`src/rtl/cpu_clk_pkg.sv`:
```
`default_nettype none
// ============================================================================
//  Module   : cpu_clk_pkg
//  Purpose  : Shared speed codes, FSM state encoding and period/high-time
//             lookup helpers for the CPU clock scheduler.
//  Contents : SPD_* speed codes, state_t, per_of(), hi_of(), norm_speed(),
//             PCLK_HALF.
//  Revision : 1.0 - initial release
// ============================================================================
package cpu_clk_pkg;

  // Speed codes (code 2'b11 is folded onto SPD_477 by norm_speed)
  localparam logic [1:0] SPD_477  = 2'b00;
  localparam logic [1:0] SPD_716  = 2'b01;
  localparam logic [1:0] SPD_1432 = 2'b10;

  // Peripheral clock half period in clk_vga cycles (28.636 MHz / 12)
  localparam int PCLK_HALF = 6;

  typedef enum logic [1:0] {
    ST_RUN       = 2'd0,
    ST_WAIT_SAFE = 2'd1,
    ST_WAIT_EDGE = 2'd2
  } state_t;

  // CPU clock period in clk_vga cycles for a (normalised) speed code
  function automatic logic [2:0] per_of(input logic [1:0] code);
    case (code)
      SPD_716:  per_of = 3'd4;
      SPD_1432: per_of = 3'd2;
      default:  per_of = 3'd6;
    endcase
  endfunction

  // CPU clock high time in clk_vga cycles for a (normalised) speed code
  function automatic logic [1:0] hi_of(input logic [1:0] code);
    case (code)
      SPD_1432: hi_of = 2'd1;
      default:  hi_of = 2'd2;
    endcase
  endfunction

  // Unused code 2'b11 behaves as the slowest speed
  function automatic logic [1:0] norm_speed(input logic [1:0] code);
    norm_speed = (code == 2'b11) ? SPD_477 : code;
  endfunction

endpackage
`default_nettype wire

```
`src/rtl/sync_2ff.sv`:
```
`default_nettype none
// ============================================================================
//  Module   : sync_2ff
//  Purpose  : Single-bit two-flop synchroniser with asynchronous reset to 0.
//  Ports    : clk_vga    - destination clock
//             reset_wire - asynchronous active-high reset
//             din        - asynchronous input
//             dout       - synchronised output (two clk_vga cycles latency)
//  Revision : 1.0 - initial release
// ============================================================================
module sync_2ff (
  input  logic clk_vga,
  input  logic reset_wire,
  input  logic din,
  output logic dout
);

  logic r_meta;
  logic r_sync;

  always_ff @(posedge clk_vga or posedge reset_wire) begin
    if (reset_wire) begin
      r_meta <= 1'b0;
      r_sync <= 1'b0;
    end else begin
      r_meta <= din;
      r_sync <= r_meta;
    end
  end

  assign dout = r_sync;

endmodule
`default_nettype wire

```
`src/rtl/cpu_clock_scheduler.sv`:
```
`default_nettype none
// ============================================================================
//  Module   : cpu_clock_scheduler
//  Purpose  : Generates the CPU clock (4.77 / 7.16 / 14.318 MHz) and the
//             2.385 MHz peripheral clock from clk_vga. CPU speed changes are
//             deferred to a bus-idle point (biu_done, or a timeout) and then
//             to the end of the current CPU clock period, so no runt phase is
//             ever produced.
//  Ports    : clk_vga, reset_wire (async, active-high)
//             speed_req[1:0]  requested speed code (level)
//             biu_done        CPU bus idle (foreign domain, synchronised here)
//             cpu_clk, cpu_rise     CPU clock level / first-high-cycle pulse
//             pclk, pclk_rise       peripheral clock level / rise pulse
//             speed_cur[1:0]  speed code currently driving cpu_clk
//             busy            a speed switch is pending
//             timeout_flag    pulse: switch forced by timeout
//  Revision : 1.0 - initial release
// ============================================================================
module cpu_clock_scheduler
  import cpu_clk_pkg::*;
#(
  parameter logic [1:0] RESET_SPEED  = 2'b00,
  parameter int         SAFE_TIMEOUT = 4096,
  parameter int         TMO_W        = 13
) (
  input  logic       clk_vga,
  input  logic       reset_wire,
  input  logic [1:0] speed_req,
  input  logic       biu_done,
  output logic       cpu_clk,
  output logic       cpu_rise,
  output logic       pclk,
  output logic       pclk_rise,
  output logic [1:0] speed_cur,
  output logic       busy,
  output logic       timeout_flag
);

  localparam logic [TMO_W-1:0] c_TMO_LAST  = TMO_W'(SAFE_TIMEOUT - 1);
  localparam logic [3:0]       c_PCLK_LAST = 4'(2 * PCLK_HALF - 1);
  localparam logic [3:0]       c_PCLK_HALF = 4'(PCLK_HALF);

  // --------------------------------------------------------------------------
  // biu_done synchroniser
  // --------------------------------------------------------------------------
  logic w_bd_s;

  sync_2ff u_sync_bd (
    .clk_vga    (clk_vga),
    .reset_wire (reset_wire),
    .din        (biu_done),
    .dout       (w_bd_s)
  );

  // --------------------------------------------------------------------------
  // State
  // --------------------------------------------------------------------------
  state_t           r_state;
  state_t           w_state_next;
  logic [1:0]       r_speed_cur;
  logic [1:0]       r_pend;
  logic [1:0]       w_pend_next;
  logic [TMO_W-1:0] r_tmo;
  logic [TMO_W-1:0] w_tmo_next;
  logic             w_tmo_fire;
  logic             w_switch;
  logic [1:0]       w_req;

  // r_ph is the phase cpu_clk will show in the cycle after the next edge;
  // cpu_clk/cpu_rise are decoded from it one register stage later. Holding
  // the "upcoming" phase lets reset (r_ph = 0) produce a full first high
  // phase together with cpu_rise.
  logic [2:0]       r_ph;
  logic [2:0]       w_per_cur;
  logic [1:0]       w_hi_cur;
  logic             w_ph_last;

  logic [3:0]       r_pcnt;

  assign w_req     = norm_speed(speed_req);
  assign w_per_cur = per_of(r_speed_cur);
  assign w_hi_cur  = hi_of(r_speed_cur);
  assign w_ph_last = (r_ph == (w_per_cur - 3'd1));

  // --------------------------------------------------------------------------
  // Switch scheduler: next state / pending speed / timeout counter
  // --------------------------------------------------------------------------
  always_comb begin
    w_state_next = r_state;
    w_pend_next  = r_pend;
    w_tmo_next   = r_tmo;
    w_tmo_fire   = 1'b0;
    w_switch     = 1'b0;

    case (r_state)
      ST_RUN: begin
        if (w_req != r_speed_cur) begin
          w_pend_next  = w_req;
          w_tmo_next   = '0;
          w_state_next = ST_WAIT_SAFE;
        end
      end

      ST_WAIT_SAFE: begin
        // Track the request until the bus-idle point is reached
        w_pend_next = w_req;
        if (w_req == r_speed_cur) begin
          w_state_next = ST_RUN;
        end else if (w_bd_s) begin
          w_state_next = ST_WAIT_EDGE;
        end else if (r_tmo == c_TMO_LAST) begin
          w_tmo_fire   = 1'b1;
          w_state_next = ST_WAIT_EDGE;
        end else begin
          w_tmo_next = r_tmo + 1'b1;
        end
      end

      ST_WAIT_EDGE: begin
        // Upcoming cycle is the last low cycle of the old period: take the
        // new speed now so the following period starts fresh at phase 0.
        if (w_ph_last) begin
          w_switch     = 1'b1;
          w_state_next = ST_RUN;
        end
      end

      default: begin
        w_state_next = ST_RUN;
      end
    endcase
  end

  always_ff @(posedge clk_vga or posedge reset_wire) begin
    if (reset_wire) begin
      r_state      <= ST_RUN;
      r_pend       <= RESET_SPEED;
      r_tmo        <= '0;
      r_speed_cur  <= RESET_SPEED;
      busy         <= 1'b0;
      timeout_flag <= 1'b0;
    end else begin
      r_state      <= w_state_next;
      r_pend       <= w_pend_next;
      r_tmo        <= w_tmo_next;
      busy         <= (w_state_next != ST_RUN);
      timeout_flag <= w_tmo_fire;
      if (w_switch) begin
        r_speed_cur <= r_pend;
      end
    end
  end

  assign speed_cur = r_speed_cur;

  // --------------------------------------------------------------------------
  // CPU clock generator. A switch only happens on the wrap, so the phase
  // wraps to 0 identically with or without a switch.
  // --------------------------------------------------------------------------
  always_ff @(posedge clk_vga or posedge reset_wire) begin
    if (reset_wire) begin
      r_ph     <= 3'd0;
      cpu_clk  <= 1'b0;
      cpu_rise <= 1'b0;
    end else begin
      r_ph     <= w_ph_last ? 3'd0 : (r_ph + 3'd1);
      cpu_clk  <= (r_ph < {1'b0, w_hi_cur});
      cpu_rise <= (r_ph == 3'd0);
    end
  end

  // --------------------------------------------------------------------------
  // Peripheral clock: free-running divide-by-12, independent of CPU speed
  // --------------------------------------------------------------------------
  always_ff @(posedge clk_vga or posedge reset_wire) begin
    if (reset_wire) begin
      r_pcnt    <= 4'd0;
      pclk      <= 1'b0;
      pclk_rise <= 1'b0;
    end else begin
      r_pcnt    <= (r_pcnt == c_PCLK_LAST) ? 4'd0 : (r_pcnt + 4'd1);
      pclk      <= (r_pcnt < c_PCLK_HALF);
      pclk_rise <= (r_pcnt == 4'd0);
    end
  end

endmodule
`default_nettype wire

```
`config.mk`:
```
export PLATFORM = sky130hd
export DESIGN_NAME = cpu_clock_scheduler
export DESIGN_NICKNAME = d
export VERILOG_FILES = /design/src/rtl/cpu_clk_pkg.sv /design/src/rtl/sync_2ff.sv /design/src/rtl/cpu_clock_scheduler.sv
export SDC_FILE = /design/constraint.sdc
export NUM_CORES = 1
export LEC_CHECK = 0
export ABC_AREA = 1
export CORE_MARGIN = 4
export CORE_UTILIZATION = 30
export DETAILED_ROUTE_END_ITERATION = 10
export PLACE_DENSITY = 0.54
export SYNTH_ARGS = -nofsm -noshare
export SYNTH_HDL_FRONTEND = slang
export SYNTH_HIERARCHICAL = 1
export SYNTH_SLANG_ARGS = --single-unit
```
`constraint.sdc`:
```
create_clock -name clk_vga -period 1.7 [get_ports clk_vga]
set_clock_uncertainty 0.05 [all_clocks]
set_input_delay 0.425 -clock clk_vga [delete_from_list [all_inputs] [get_ports clk_vga]]
set_output_delay 0.425 -clock clk_vga [all_outputs]
set_load 0.02 [all_outputs]
```
# After elaboration in Yosys (flattened, before gate mapping)
# Cells that the tools add are included.
# word_totals
reg_bits	34
output_inout_bits	8
wordCells	65
input_bits	5
# op_classes
mux	24
reduce_logical	7
n_eq_ne	14
addsub	4
magnitude_cmp	2
# ops
operator	count
two-way mux 13 bit	4
case mux 13 bit (2 select lines)	1
two-way mux 2 bit	8
adder 13 x 1 -> 13 bit (second input constant)	1
== test 13 x 12 -> 1 bit (second input constant)	1
!= test 2 bit (second input constant)	4
== test 2 bit (second input constant)	3
two-way mux 1 bit	6
case mux 2 bit (3 select lines)	1
case mux 3 bit (2 select lines)	1
AND reduction 5 bit	1
adder 4 x 1 -> 4 bit (second input constant)	1
== test 2 x 1 -> 1 bit (second input constant)	2
== test 4 bit (second input constant)	1
logical NOT 4 bit	1
less-than comparator 4 x 3 -> 1 bit (second input constant)	1
two-way mux 4 bit	1
case mux 2 bit (2 select lines)	1
nonzero test 2 bit	2
adder 3 x 1 -> 3 bit (second input constant)	1
== test 3 bit	1
logical NOT 3 bit	1
less-than comparator 3 x 2 -> 1 bit	1
two-way mux 3 bit	1
5 further kinds	5

# Longest topological paths before layout
# Gate-level depths: netlist of run 1.
# depth
word_depth	7
ltp_mapped	11
mapped_depth_nobuf	10

# Modules after synthesis
# Netlist of run 1, hierarchy kept.
# modules_own_cells
mod	instances	area_per_inst_um2	cells_each
cpu_clock_scheduler	1	1808.0	238
sync_2ff	1	53.8	3

# Worst setup path after synthesis of run 1
# Ideal clock, no wire load.
# synth_path
path_kind	register to register
from	register r_speed_cur[0], in the netlist speed_cur[0]
to	register r_speed_cur[1], in the netlist speed_cur[1]
slack_ps	172
period_less_slack_ps	1528
t_required_ps	1527
setup_time_ps	123
arrival_ps	1355
n_path_buf	0
path_stages_with_launch	9
cell_sequence	dfrtp_1 inv_1 ha_1 xnor2_1 nand2_1 inv_1 nand2_1 nor2_1 a21oi_1
# synth_between
elab_chain_cells	6
elab_cells_between_ends	7
# synth_rtl
element	line_no	rtl
from (decl)	cpu_clock_scheduler.sv:60	logic [1:0] r_speed_cur;
from (signal assigned)	cpu_clock_scheduler.sv:149	r_speed_cur <= r_pend;
== test 2 bit or == test 2 x 1 -> 1 bit (tied branches)	cpu_clk_pkg.sv:28	case (code)
case mux 3 bit (2 select lines) *	cpu_clk_pkg.sv:28	
subtractor 3 x 1 -> 3 bit *	cpu_clock_scheduler.sv:83	assign w_ph_last = (r_ph == (w_per_cur - 3'd1));
== test 3 bit *	cpu_clock_scheduler.sv:83	
two-way mux 1 bit *	cpu_clock_scheduler.sv:122	if (w_ph_last) begin
two-way mux 1 bit *	cpu_clock_scheduler.sv:95	case (r_state)
# Every way passes the cells marked *; elsewhere a longest branch is shown, timed or not.
# A chain may end at the register's enable or synchronous reset.

# Final worst setup path of run 1
# layout_path
from	input speed_req[0]
to	register r_tmo[6]
# layout_between
elab_chain_cells	5
elab_cells_between_ends	7
# layout_rtl
element	line_no	rtl
from (decl)	cpu_clock_scheduler.sv:28	input logic [1:0] speed_req,
== test 2 bit	cpu_clk_pkg.sv:45	norm_speed = (code == 2'b11) ? SPD_477 : code;
two-way mux 2 bit *	cpu_clk_pkg.sv:45	
== test 2 bit or != test 2 bit (tied branches)	cpu_clock_scheduler.sv:107, cpu_clock_scheduler.sv:97	
!= test 2 bit (no line)	-	
AND reduction 5 bit (no line) *	-	
to (signal assigned)	cpu_clock_scheduler.sv:145	r_tmo <= w_tmo_next;
to (decl)	cpu_clock_scheduler.sv:63	logic [TMO_W-1:0] r_tmo;
# Marks and branches as above.

==> results_dict.tcl, run 1 <==
set metrics [dict create \
    io_buffers 12 \
    clock_path_buffers 2 \
    numCtsBuffers 5 \
    synth-seq-cells 34 \
    tightest_slew_ps 346 \
    yosysTopAreaCell "dfrtp_1" \
    cp_cell_sequence "clkdlybuf4s50_1 -> inv_2 -> nand2_1 -> nand2_1 -> nand2_1 -> inv_2 -> nand2_4 -> nand3_4 -> buf_12 -> nand3_1 -> nand2_1" \
    vias 1548 \
    hold_viol_final 0 \
    fmax_mhz 635 \
    synth_top_area_share_pct 45.7 \
    fp.dieH_microns 86.8 \
    reg2reg_slack_ps 190 \
    io_pins 13 \
    grt_pass1_vias 1496 \
    drc 0 \
    cts_tree "built" \
    area_growth_pct 26.0 \
    postCtsHoldBufs 0 \
    grt_max_degree 33 \
    dieArea_sq_um 7530 \
    grt_usage_pct 11.1 \
    cp_common_cell "nand2_1" \
    total_power_mw 3.29 \
    multi_input_area_sq_um 896 \
    synthDistinctLibCells 27 \
    period_needed_ps 1580 \
    grt_first_pass_wirelength_microns 6640 \
    layout-drive-gt1-share_pct 13.0 \
    crit_fanout 7 \
    cap_violations 0 \
    first_iter_violations 104 \
    cp_data_required_time_ps 1840 \
    gr-total-overflow 0 \
    path_clk_slew_ps 80 \
    gp_congestion 0.784 \
    slowest_stage "clkdlybuf4s50_1" \
    cts.sinks 34 \
    synth_nets 254 \
    endpoint_kind "flip-flop" \
    post-route-period-util_pct 92.7 \
    ir_drop_mv 0.636 \
    maxSlewHeadroom_pct 76.8 \
    antennaDiodeCount 0 \
    final_max_slew_viol_count 0 \
    syn_inst 241 \
    hp-class "input port to async pin" \
    dp_hpwl_microns 2760 \
    start_util_pct 31.3 \
    synth_seq_area_share_pct 45.7 \
    wl_per_cell_microns 10.8 \
    drt_first_pass_iters 4 \
    critPathBufInv 4 \
    status "complete, no violations" \
    synth_area_leaders "dfrtp_1 (46%), nand2_1 (15%), nor2_1 (8.1%)" \
    ant_nets 0 \
    register_area_sq_um 851 \
    core-area_sq_um 5960 \
    path_class "input port to flip-flop" \
    async_flop_share_pct 100 \
    reg2reg_to "speed_cur[0]$_DFFE_PP0P_" \
    cts_root_buf "clkbuf_8" \
    clock_latency_ps 290 \
    die_w_microns 86.8 \
    p_leak_nw 1.18 \
    htreeDepth 2 \
    reg2reg_depth 8 \
    n_fill_cell 625 \
    syn_area_per_cell_sq_um 7.73 \
    via_per_inst 4.49 \
    cp_top_family "buffers and inverters" \
    setup_tns_ps 0 \
    antenna_found_initial 0 \
    crit_path_max_incr_delay_ps 470 \
    synth_edf_count 0 \
    cts_setup_buffers 0 \
    drt-total-wl_microns 3740 \
    synth_area_sq_um 1860 \
    setup_viol 0 \
    power_per_cell_area_nw_per_um2 1400 \
    synth.most_common_cell "nand2_1" \
    rr_startpoint "speed_cur[0]$_DFFE_PP0P_" \
    synthFlopType "dfrtp_1" \
    yosys_warnings 6 \
    rows 28 \
    ys_top_cells_by_count "nand2_1 (72), nor2_1 (40), dfrtp_1 (34), inv_1 (28), nand3_1 (23)" \
    fin_nets 282 \
    crit_arrival_ps 1710 \
    startpoint_type "input port" \
]
-- routing by layer --
layer,track usage [%],routed length (microns)
met5,0,0
met4,4.67,68
met3,2.85,119
met2,18.1,1690
met1,13.8,1860
-- sequential cells by signal, summed over array words and instances, names as in the netlist --
signal            count
r_tmo                13
r_pcnt                4
r_ph                  3
r_pend                2
r_state               2
speed_cur             2
busy                  1
cpu_clk               1
cpu_rise              1
pclk                  1
pclk_rise             1
timeout_flag          1
u_sync_bd/dout        1
u_sync_bd/r_meta      1
-- worst reg2reg max path, stage by stage (launching register included) --
cell	delay (ps)
dfrtp_1	400
inv_1	100
ha_1	310
xnor2_1	130
nand2_1	80
inv_1	100
nand2_2	90
nor2_1	100
a21oi_1	40
-- power breakdown --
part / switching, mW / leakage (nW) / internal [mW]
logic: 0.782 / 0.676 / 0.526
clock network: 0.335 / 0.0683 / 0.588
registers: 0.100 / 0.431 / 0.958
-- cell families after synthesis --
logic type	count (synthesis)	share of synthesized area [%]
DFF	34	45.7
xor gates and xnor gates	8	3.76
and+or+nand+nor	149	35.3
AOI/OAI and AO/OA	8	2.28
buffers and inverters	34	7.53
adders and majority gates	8	5.38
-- layout make-up --
class | instances | area share [%]
clock buffers | 5 | 2.93
clock inverters | 3 | 2.93
inverters | 30 | 4.80
multi-input cells | 173 | 38.2
flip-flops and latches | 34 | 36.3
well taps | 75 | 4.00
repair buffers | 25 | 10.9
-- per-stage QoR --
step | setup WS [ps] | area [sq um] | cells | utilization (%) | hold WS (ps)
after floorplan | 172 | 1860 | 241 | - | 116
after global placement | -200 | 2180 | 337 | 36.7 | 286
after detailed placement | -215 | 2180 | 337 | 36.7 | 287
after CTS | 1.91 | 2310 | 345 | 38.8 | 247
after global routing | -0.845 | 2350 | 345 | 39.4 | 262
final | 124 | 2350 | 345 | 39.4 | 255
-- worst max path at each step --
stage,startpoint,cells after the start,slack (ps),end
finish,speed_req[0],11,120,r_tmo[6]$_DFFE_PP0P_
global route,speed_req[0],11,-0.8,r_tmo[1]$_DFFE_PP0P_
CTS,cpu_clk$_DFF_PP0_,1,2,cpu_clk
detailed placement,speed_req[0],10,-210,r_tmo[2]$_DFFE_PP0P_
global placement,speed_req[1],9,-200,r_tmo[7]$_DFFE_PP0P_
floorplan,speed_cur[0]$_DFFE_PP0P_,8,170,speed_cur[1]$_DFFE_PP0P_
-- placed cells by master (no fill, tap or decap), types with 2 or more instances in the layout --
cell type        netlist  routed
nand2_1               72      71
nor2_1                40      39
dfrtp_1               34      34
inv_1                 28      27
nand3_1               23      23
buf_4                  1      10
ha_1                   8       7
dlygate4sd2_1          0       6
clkbuf_8               0       5
xnor2_1                4       4
a21oi_1                4       4
xor2_1                 4       4
nand4_1                4       4
clkdlybuf4s50_1        0       3
dlymetal6s2s_1         0       3
buf_12                 0       3
nand2_2                2       2
inv_2                  1       2
nor2_2                 1       2
nand3_4                2       2
o21ai_0                2       2
bufinv_16              0       2
-- timing repair --
action	in CTS	in global routing
setup endpoints to repair	6	15
resized for setup	6	10
pin swaps	0	4
No activity file was read; power rests on OpenSTA's default activity.
==> run 2, diff against run 1 <==
--- a/config.mk
+++ b/config.mk
@@ -6,10 +6,12 @@
 export NUM_CORES = 1
 export LEC_CHECK = 0
 export ABC_AREA = 1
+export CELL_PAD_IN_SITES_DETAIL_PLACEMENT = 0
+export CELL_PAD_IN_SITES_GLOBAL_PLACEMENT = 1
 export CORE_MARGIN = 4
 export CORE_UTILIZATION = 30
 export DETAILED_ROUTE_END_ITERATION = 10
-export PLACE_DENSITY = 0.54
+export PLACE_DENSITY = 0.66
 export SYNTH_ARGS = -nofsm -noshare
 export SYNTH_HDL_FRONTEND = slang
 export SYNTH_HIERARCHICAL = 1
==> run 2 against run 1 <==
Clock power is essentially flat. Cell count rose by 0.58%. Sequential power is essentially flat. Non-clock buffer count is 2 higher. Worst hold slack better by 13 ps. Utilization increased by 0.10 points. Count of clock-buffer cells in the layout rose by 1. Total power up 1.1%. Sequential cell count stayed put.
==> results_dict.tcl, run 2 (same netlist as run 1, synthesis figures left out) <==
set metrics [dict create \
    status "complete, no violations" \
    final_cells 347 \
    setup_viol 0 \
    path_class "input port to flip-flop" \
    clock_latency_ps 280 \
    finalInstanceArea_sq_um 2350 \
    power_per_cell_area_nw_per_um2 1410 \
    crit_fanout 5 \
    p_leak_nw 1.19 \
    io_buffers 12 \
    vias 1509 \
    grt_usage_pct 11.8 \
    antennaDiodeCount 0 \
    endpoint_kind "flip-flop" \
    gr-total-overflow 0 \
    numPlacedInstances 339 \
    cts.sinks 34 \
    fp.dieH_microns 86.8 \
    numCtsBuffers 5 \
    grt_pass1_vias 1504 \
    gp_congestion 0.801 \
    grt_first_pass_wirelength_microns 6960 \
    htreeDepth 2 \
    ant_nets 0 \
    postCtsHoldBufs 0 \
    rows 28 \
    clock_path_buffers 2 \
    area_growth_pct 26.3 \
    startpoint_type "input port" \
    via_per_inst 4.35 \
    p_clk_share_pct 27.8 \
    reg2reg_slack_ps 180 \
    path_clk_slew_ps 70 \
    reg_top3 "r_tmo (13), r_pcnt (4), r_ph (3)" \
    maxSlewHeadroom_pct 83.4 \
    pwr-share-comb_pct 40.4 \
    internal-power_mw 2.14 \
    multi_input_area_sq_um 887 \
    cts_tree "built" \
    crit_arrival_ps 1730 \
    fmax_mhz 625 \
    cap_violations 0 \
    n_fill_cell 623 \
    wl_per_cell_microns 11.1 \
    final_cell_mix "nand2_1 (72), nor2_1 (39), dfrtp_1 (34)" \
    final_util_pct 39.5 \
    io_pins 13 \
    dp_hpwl_microns 2840 \
    start_util_pct 31.3 \
    final_max_slew_viol_count 0 \
    p_seq_share_pct 31.8 \
    ir_drop_mv 0.586 \
    largest_reg_flops 13 \
    drt_first_pass_iters 4 \
    regMostFlops "r_tmo" \
    first_iter_violations 59 \
    layout-drive-gt1-share_pct 12.5 \
    tightest_slew_ps 248 \
    post-route-period-util_pct 94.1 \
    antenna_found_initial 0 \
    die_w_microns 86.8 \
    hold_viol_final 0 \
    register_area_sq_um 851 \
    drt-total-wl_microns 3840 \
    drc 0 \
    cts_root_buf "clkbuf_8" \
    p_sw_mw 1.19 \
    hp-class "input port to async pin" \
    p_sw_share_pct 35.8 \
    cp_data_required_time_ps 1830 \
    fin_nets 284 \
    core-area_sq_um 5960 \
    final_common_cell "nand2_1" \
    rsz0062_at_grt "no" \
    period_needed_ps 1600 \
    dieArea_sq_um 7530 \
    placed_area_sq_um 2190 \
    grt_max_degree 20 \
]
[run 2: final timing paths]
path | from | to | cells past startpoint
setup reg to reg | speed_cur[0]$_DFFE_PP0P_ | speed_cur[0]$_DFFE_PP0P_ | 8
setup / recovery | speed_req[0] | r_tmo[10]$_DFFE_PP0P_ | 9
max in group asynchronous | reset_wire | r_tmo[11]$_DFFE_PP0P_ | 3
hold / removal | reset_wire | u_sync_bd/dout$_DFF_PP0_ | 2
min in group clk_vga | u_sync_bd/r_meta$_DFF_PP0_ | u_sync_bd/dout$_DFF_PP0_ | 0
hold reg to reg | u_sync_bd/r_meta$_DFF_PP0_ | u_sync_bd/dout$_DFF_PP0_ | 0
[run 2: through the flow]
step                      power (mW)  hold WS, ps  setup WS [ps]  setup TNS (ps)
after global routing            3.59          263           8.59               0
after floorplan                 1.91          116            172               0
after global placement          2.43          291           -214           -3280
after CTS                       3.33          258           7.18               0
after detailed placement        2.42          299           -227           -3520
final                           3.33          268           99.5               0
[run 2: routing by layer]
metal  wire [microns]  vias up  share of wire [%]  track usage [%]
li1                 -      805                  -                -
met1             1940      688                 51             15.7
met5                0        -                  0                0
met4               76        0                2.0             5.10
met3               85        4                2.2             2.85
met2             1740       12                 45             18.4
[run 2: power by group through the flow]
stage	registers, mW	clock network [mW]	logic, mW
2_1_floorplan	1.14	0	0.764
3_3_place_gp	1.08	0	1.35
3_5_place_dp	1.08	0	1.35
4_1_cts	1.06	0.952	1.32
5_1_grt	1.08	0.986	1.52
6_report	1.06	0.925	1.34
[run 2: critical path, cell delays in order]
cell	delay, ps
clkdlybuf4s50_1	470
inv_2	60
o21ai_1	110
nand2_1	90
nand2_4	110
nand3_4	140
buf_4	180
nand3_1	90
nand2_1	50
[run 2: area by class of cell]
| cell class | instances | area share [%] |
|---|---|---|
| multi-input combinational | 173 | 37.7 |
| sequential | 34 | 36.2 |
| timing repair buffer | 27 | 11.3 |
| inverter | 30 | 4.79 |
| tap | 75 | 3.99 |
| clock buffer | 6 | 3.51 |
| clock inverter | 2 | 2.55 |
[run 2: what timing repair did]
| item | 4_1_cts | 5_1_grt |
|---|---|---|
| pin swaps | 0 | 2 |
| buffers inserted | 0 | 0 |
| endpoints found under the setup margin | 6 | 16 |
| gates resized for setup | 6 | 9 |
